==> config.mk <==
export PLATFORM = sky130hd
export DESIGN_NAME = rx_flat
export DESIGN_NICKNAME = d
export VERILOG_FILES = /design/src/rtl/rx_if.sv /design/src/rtl/rx.sv /design/src/flat_wrapper.sv
export SDC_FILE = /design/constraint.sdc
export NUM_CORES = 1
export LEC_CHECK = 0
export ABC_AREA = 1
export CAP_MARGIN = 10
export CORE_MARGIN = 5
export CORE_UTILIZATION = 34
export DETAILED_ROUTE_END_ITERATION = 6
export GPL_ROUTABILITY_DRIVEN = 0
export HOLD_SLACK_MARGIN = 0.15
export SLEW_MARGIN = 25
export SYNTH_ARGS = -nofsm -noshare
export SYNTH_HDL_FRONTEND = slang
export SYNTH_SLANG_ARGS = --single-unit
==> constraint.sdc <==
create_clock -name clk -period 2.1 [get_ports clk]
set_clock_uncertainty 0.15 [all_clocks]
set_input_delay 0.21 -clock clk [delete_from_list [all_inputs] [get_ports clk]]
set_output_delay 0.21 -clock clk [all_outputs]
set_load 0.005 [all_outputs]
==> src/rtl/rx_if.sv <==
// Serial receive port bundle: line and tick in, received byte and status out.
// The receiver takes the slave side; the consumer/driver takes the master side.
interface rx_if;
  logic       rx;
  logic       rx_clk;
  logic       rd_en;
  logic [7:0] data_out;
  logic       rdy;
  logic       frame_err;
  logic       overrun;
  logic       rx_busy;

  modport slave (
    input  rx, rx_clk, rd_en,
    output data_out, rdy, frame_err, overrun, rx_busy
  );

  modport master (
    output rx, rx_clk, rd_en,
    input  data_out, rdy, frame_err, overrun, rx_busy
  );
endinterface

==> src/rtl/rx.sv <==
// 8N1 UART receiver timed by an external oversampling tick; samples each bit
// at mid-period and reports ready, framing error and overrun to the consumer.
module rx #(
  parameter int OVERSAMPLE = 16
) (
  input logic clk,
  input logic rst_n,
  rx_if.slave bus
);
  localparam int            CW      = $clog2(OVERSAMPLE);
  localparam logic [CW-1:0] HALF_M1 = CW'(OVERSAMPLE / 2 - 1);
  localparam logic [CW-1:0] FULL_M1 = CW'(OVERSAMPLE - 1);

  typedef enum logic [1:0] {IDLE, START, DATA, STOP} state_t;

  state_t        r_state, w_state_nxt;
  logic [1:0]    r_sync;
  logic          w_rx_s;
  logic [CW-1:0] r_cnt, w_cnt_nxt;
  logic [2:0]    r_bitpos, w_bitpos_nxt;
  logic [7:0]    r_shift, w_shift_nxt;
  logic          w_good_stop, w_bad_stop;
  logic [7:0]    r_data;
  logic          r_rdy, r_frame_err, r_overrun;

  // Preset to idle-high so reset never looks like a start bit.
  always_ff @(posedge clk) begin
    if (!rst_n) r_sync <= 2'b11;
    else        r_sync <= {r_sync[0], bus.rx};
  end
  assign w_rx_s = r_sync[1];

  // NOTE: sequential state uses non-blocking assignments so every flop
  // samples pre-edge values regardless of block ordering.
  always_ff @(posedge clk) begin
    if (!rst_n) begin
      r_state  <= IDLE;
      r_cnt    <= '0;
      r_bitpos <= '0;
      r_shift  <= '0;
    end else begin
      r_state  <= w_state_nxt;
      r_cnt    <= w_cnt_nxt;
      r_bitpos <= w_bitpos_nxt;
      r_shift  <= w_shift_nxt;
    end
  end

  always_comb begin
    // NOTE: every signal gets a default first, so no path can infer a latch.
    w_state_nxt  = r_state;
    w_cnt_nxt    = r_cnt;
    w_bitpos_nxt = r_bitpos;
    w_shift_nxt  = r_shift;
    w_good_stop  = 1'b0;
    w_bad_stop   = 1'b0;
    if (bus.rx_clk) begin
      case (r_state)
        IDLE: if (!w_rx_s) begin
          w_state_nxt = START;
          w_cnt_nxt   = '0;
        end
        START: begin
          // Re-check the line half a bit in; a high level means a glitch.
          if (r_cnt == HALF_M1) begin
            if (!w_rx_s) begin
              w_state_nxt  = DATA;
              w_cnt_nxt    = '0;
              w_bitpos_nxt = '0;
            end else begin
              w_state_nxt  = IDLE;
            end
          end else begin
            w_cnt_nxt = r_cnt + 1'b1;
          end
        end
        DATA: begin
          if (r_cnt == FULL_M1) begin
            w_shift_nxt[r_bitpos] = w_rx_s;
            w_cnt_nxt             = '0;
            if (r_bitpos == 3'd7) w_state_nxt  = STOP;
            else                  w_bitpos_nxt = r_bitpos + 1'b1;
          end else begin
            w_cnt_nxt = r_cnt + 1'b1;
          end
        end
        STOP: begin
          if (r_cnt == FULL_M1) begin
            w_state_nxt = IDLE;
            w_cnt_nxt   = '0;
            w_good_stop = w_rx_s;
            w_bad_stop  = !w_rx_s;
          end else begin
            w_cnt_nxt = r_cnt + 1'b1;
          end
        end
        default: w_state_nxt = IDLE;
      endcase
    end
  end

  // A new byte wins over a same-cycle acknowledge; a bad stop keeps old data.
  always_ff @(posedge clk) begin
    if (!rst_n) begin
      r_data      <= '0;
      r_rdy       <= 1'b0;
      r_frame_err <= 1'b0;
      r_overrun   <= 1'b0;
    end else if (w_good_stop) begin
      r_data      <= r_shift;
      r_rdy       <= 1'b1;
      r_frame_err <= 1'b0;
      r_overrun   <= !bus.rd_en && (r_overrun || r_rdy);
    end else begin
      if (bus.rd_en) begin
        r_rdy       <= 1'b0;
        r_frame_err <= 1'b0;
        r_overrun   <= 1'b0;
      end
      if (w_bad_stop) r_frame_err <= 1'b1;
    end
  end

  assign bus.data_out  = r_data;
  assign bus.rdy       = r_rdy;
  assign bus.frame_err = r_frame_err;
  assign bus.overrun   = r_overrun;
  assign bus.rx_busy   = (r_state != IDLE);
endmodule

==> src/flat_wrapper.sv <==
// flat-port wrapper written by rule: the top's interface ports become plain ports
module rx_flat 
#(
  parameter int OVERSAMPLE = 16
)
  (clk, rst_n, bus_rx, bus_rx_clk, bus_rd_en, bus_data_out, bus_rdy, bus_frame_err, bus_overrun, bus_rx_busy);
  rx_if bus_i ();
  input logic clk;
  input logic rst_n;
  input wire logic [$bits(bus_i.rx)-1:0] bus_rx;
  input wire logic [$bits(bus_i.rx_clk)-1:0] bus_rx_clk;
  input wire logic [$bits(bus_i.rd_en)-1:0] bus_rd_en;
  output wire logic [$bits(bus_i.data_out)-1:0] bus_data_out;
  output wire logic [$bits(bus_i.rdy)-1:0] bus_rdy;
  output wire logic [$bits(bus_i.frame_err)-1:0] bus_frame_err;
  output wire logic [$bits(bus_i.overrun)-1:0] bus_overrun;
  output wire logic [$bits(bus_i.rx_busy)-1:0] bus_rx_busy;
  assign bus_i.rx = bus_rx;
  assign bus_i.rx_clk = bus_rx_clk;
  assign bus_i.rd_en = bus_rd_en;
  assign bus_data_out = bus_i.data_out;
  assign bus_rdy = bus_i.rdy;
  assign bus_frame_err = bus_i.frame_err;
  assign bus_overrun = bus_i.overrun;
  assign bus_rx_busy = bus_i.rx_busy;
  rx #(.OVERSAMPLE(OVERSAMPLE)) u_core (.clk(clk), .rst_n(rst_n), .bus(bus_i));
endmodule
Word-level counts from Yosys, hierarchy flattened. Cells that the tools add are included.

Register bits: 30. Input port bits: 5. Output and inout bits: 12. Logic and storage cells: 71.

Add/subtract/negate cells: 2. Order comparisons: 2. Eq/ne operators: 13. Multiplexer cells: 29. Bitwise operators: 1. Reductions and logical operators: 15.

Operator list (number): $mux 2 (6); $mux 3 (4); $mux 4 (3); $pmux 4 s3 (1); $reduce_and 6->1 (2); $mux 1 (11); $bwmux 8 (1); $ne 2x1->1 const B (4); $pmux 2 s4 (1); $reduce_bool 2->1 (4); $ne 2x2->1 const B (3); $pmux 3 s2 (1); $add 4x1->4 const B (1); $eq 2x2->1 const B (2); $eq 4x3->1 const B (1); $eq 4x4->1 const B (1); $lt 3x4->1 const B (1); $reduce_or 2->1 (2); $add 3x1->3 const B (1); $demux 1 s3 (1); $eq 3x3->1 const B (1); $ge 3x1->1 const B (1); $reduce_and 3->1 (1); $eq 2x1->1 const B (1); other kinds (5) (7).

Logic depth before layout (Yosys ltp).
Word-level depth: 5. Depth in mapped cells: 11. Gate-level depth less buffers: 11.

Worst setup path before layout. No wires, ideal clock.

Kind: reg2reg. From: reg u_core.r_state[0]. To: reg (tool-made name). Setup time: 0.113 ns. Arrival time: 1.257 ns. Data required time: 1.837 ns. Setup slack: 0.580 ns. Stages on the path, launching flop included: 9. Buffers on the path: 0. Period minus slack after synthesis: 1.520 ns. Cells stage by stage: dfxtp_1 inv_1 ha_1 inv_2 nor2_1 nor2_1 nand4_1 nor2_1 nor2_1.

RTL lines: from (decl) (RTL line rx.sv:16) `state_t r_state, w_state_nxt;`; from (signal assigned) (RTL line rx.sv:42) `r_state <= w_state_nxt;`.

Worst setup path after layout.
From: reg u_core.r_state[0]. To: out bus_rx_busy.

Longest elaborated chain between the ends: 1.

Ends and longest elaborated chain: $reduce_bool 2->1 (RTL line rx.sv:128) `assign bus.rx_busy = (r_state != IDLE);`; to (decl) (RTL line flat_wrapper.sv:17) `output wire logic [$bits(bus_i.rx_busy)-1:0] bus_rx_busy;`.

Every way passes these cells.

==> impl_metrics.ini <==
[timing]
hold_viol_final = 0
worst_pin_slew_ns = 0.476
setup-tns-final_ns = 0
max_freq_mhz = 533
rsz0062_at_grt = no
timing.final.crit_share_pct = 89.4
max_slew_margin_pct = 68.2
slew_viol_final = 0
period_minus_slack_ns = 1.88
timing.final.ws_setup_ns = 0.222
final-setup-viol-count = 0

[critical_path]
cp_common_cell = inv_1
worst_path_largest_cell_delay_ns = 0.48
startpoint = u_core.r_state[0]$_SDFFE_PN0P_
endpoint = bus_rx_busy
reg2reg_to = u_core.bus.overrun$_SDFFE_PN0P_
cp_max_fo = 4
crit_arrival_ns = 1.52
critPathSlowestCell = clkdlybuf4s50_1
criticalPathCategory = reg2out
crit_required_ns = 1.74
worstRegToRegCells = 7
rrSetupSlack_ns = 0.33
cp-end-kind = output port
r2r_start = u_core.r_cnt[1]$_SDFFE_PN0P_
path_cells = inv_1, ha_1, inv_1, clkdlybuf4s50_1
crit_path_start_kind = flop

[clocking]
clkLatencyLatePin_ns = 0.27
path_clk_slew_ns = 0.06
numCtsBuffers = 5
cts-root-buf = clkbuf_8
htree_num_levels = 2
clock_path_buffers = 2
cts_setup_buffers = 0
postCtsHoldBufs = 0
tritoncts = built
cts.repair.resized = 0
clock-sinks = 30

[die]
fp.dieW_um = 75.9
die_area_sq_um = 5760
ios = 17
die_h_um = 75.9
fp.coreArea_sq_um = 4290
num_rows = 24
start_util_pct = 34.4

[global_route]
track_usage_pct = 11.9
antenna_found_initial = 0
grt_pass1_wl_um = 5110
grt_use_met2_pct = 17.0
grt_util_met3_pct = 3.56
grt_pass1_vias = 1123
grt_max_degree = 21
grt_overflow = 0
grt.busiest_layer = met2
use_met1_pct = 16.0

[power_and_ir_drop]
p_per_area_nw_per_um2 = 693
p_leak_nw = 0.763
peakVddDrop_mv = 0.324

[job]
drv_cap = 0

[yosys]
synthCells = 211
synth-warning-count = 0
synth_edf_count = 0
ys_ff_latch = 30
yosys.area.top_type = dfxtp_1
async_reset_ff_share_pct = 0
synthTopCellsByCount = nor2_1 (44), nand2_1 (42), dfxtp_1 (30)
synth_cell_types = 25
synth.most_common_cell = nor2_1
synth_flop_cell = dfxtp_1
syn_area_sq_um = 1480
avgSynthCellArea_sq_um = 6.99
ys_seq_area_share_pct = 40.7
yosys.area.top_type_share_pct = 40.7
syn_nets = 224
synth_area_leaders = dfxtp_1 (41%), nor2_1 (11%), nand2_1 (11%)

[routing]
wl_per_cell_um = 10.4
viasPerCell = 4.62
vias = 1307
antenna_left = 0
route.detailed.drc = 0
drt_wl_total_um = 2940
drt_iter0_drc = 106
first_pass_iters = 4

[status]
status = complete, no violations

[finish]
finish.instance_area_sq_um = 1790
area_delta_synth_final_pct = 21.5
fin_nets = 243
utilization_pct = 41.7
antennaDiodeCount = 0
drive_gt1_share_pct = 8.66

[placement]
hpwl_um = 2170
dpl_worst_slack_ns = 0.290
io_buffers = 16
place_area_sq_um = 1680

[min_path]
hold_class = reg2reg
holdPathStages = 1
## power breakdown
group / internal [mW] / leakage (nW) / switching, mW / total, mW
combinational: 0.0352 / 0.463 / 0.0523 / 0.0875
sequential: 0.577 / 0.242 / 0.0139 / 0.591
clock: 0.349 / 0.0579 / 0.214 / 0.563
total: 0.961 / 0.763 / 0.280 / 1.24
## state kept, by name (all words and copies together), names as in the netlist, named ones only
register and flops:
u_core.bus.frame_err 1, u_core.r_bitpos 3, u_core.r_cnt 4, u_core.bus.data_out 8, u_core.r_sync 2, u_core.r_shift 8, u_core.r_state 1, u_core.bus.rdy 1
u_core.bus.overrun 1
## per-layer routing
layer | share of wire (%) | wire (um)
met5 | 0 | 0
met4 | 2.2 | 65
met3 | 4.6 | 134
met2 | 42 | 1240
met1 | 51 | 1500
## cells in the final DEF (no fill, tap or decap)
cell | Yosys | routed
a31oi_1 | 1 | 1
inv_2 | 3 | 3
nand4_4 | 1 | 1
nand2_1 | 42 | 42
or2_2 | 2 | 2
clkinv_1 | 1 | 1
o21ai_1 | 8 | 8
nor2_1 | 44 | 44
buf_4 | 2 | 2
a211oi_1 | 2 | 2
ha_1 | 8 | 8
inv_1 | 21 | 21
nor2_2 | 2 | 2
dfxtp_1 | 30 | 30
clkdlybuf4s50_1 | 0 | 16
clkinv_2 | 0 | 2
nand4_1 | 3 | 3
nand3b_1 | 1 | 1
o21ai_0 | 8 | 8
a21oi_1 | 13 | 13
nand3_2 | 1 | 1
clkbuf_8 | 0 | 5
bufinv_16 | 0 | 1
nor3_1 | 1 | 1
nand3_1 | 12 | 12
nor2_4 | 1 | 1
## cell families after synthesis
| group | share of synthesized area, % |
|---|---|
| flip-flops | 40.7 |
| adder cells (fa/ha/maj) | 6.79 |
| buffers and inverters | 8.57 |
| AND/OR/NAND/NOR | 32.7 |
| AO/OA/AOI/OAI | 11.3 |
## stage by stage
stage	std cells	total power [mW]	hold WS (ns)
6_report	283	1.24	0.267
5_1_grt	283	1.31	0.276
4_1_cts	283	1.26	0.273
3_5_place_dp	275	0.692	0.257
3_3_place_gp	275	0.691	0.249
2_1_floorplan	211	0.662	0.167
## cell type report
type | count | area (sq um)
clock inverters | 3 | 40.0
inverters | 25 | 93.8
well taps | 52 | 65.1
multi-input cells | 150 | 748
fillers | 460 | 2500
flip-flops and latches | 30 | 601
repair buffers | 18 | 175
clock buffers | 5 | 68.8
## how the worst min path moves through the flow
stage                                      startpoint                          end
after floorplan                                bus_rx  u_core.r_sync[0]$_SDFF_PN1_
after global placement    u_core.r_sync[0]$_SDFF_PN1_  u_core.r_sync[1]$_SDFF_PN1_
after detailed placement  u_core.r_sync[0]$_SDFF_PN1_  u_core.r_sync[1]$_SDFF_PN1_
after CTS                 u_core.r_sync[0]$_SDFF_PN1_  u_core.r_sync[1]$_SDFF_PN1_
after global routing      u_core.r_sync[0]$_SDFF_PN1_  u_core.r_sync[1]$_SDFF_PN1_
final                     u_core.r_sync[0]$_SDFF_PN1_  u_core.r_sync[1]$_SDFF_PN1_
## critical path: cells and delay by family, from the launching register on
kind / cells / cell delay [ns]
flops: 1 / 0.38
buf+inv: 3 / 0.64
fa+ha+maj: 1 / 0.22
Power figures use the tool's default switching activity.
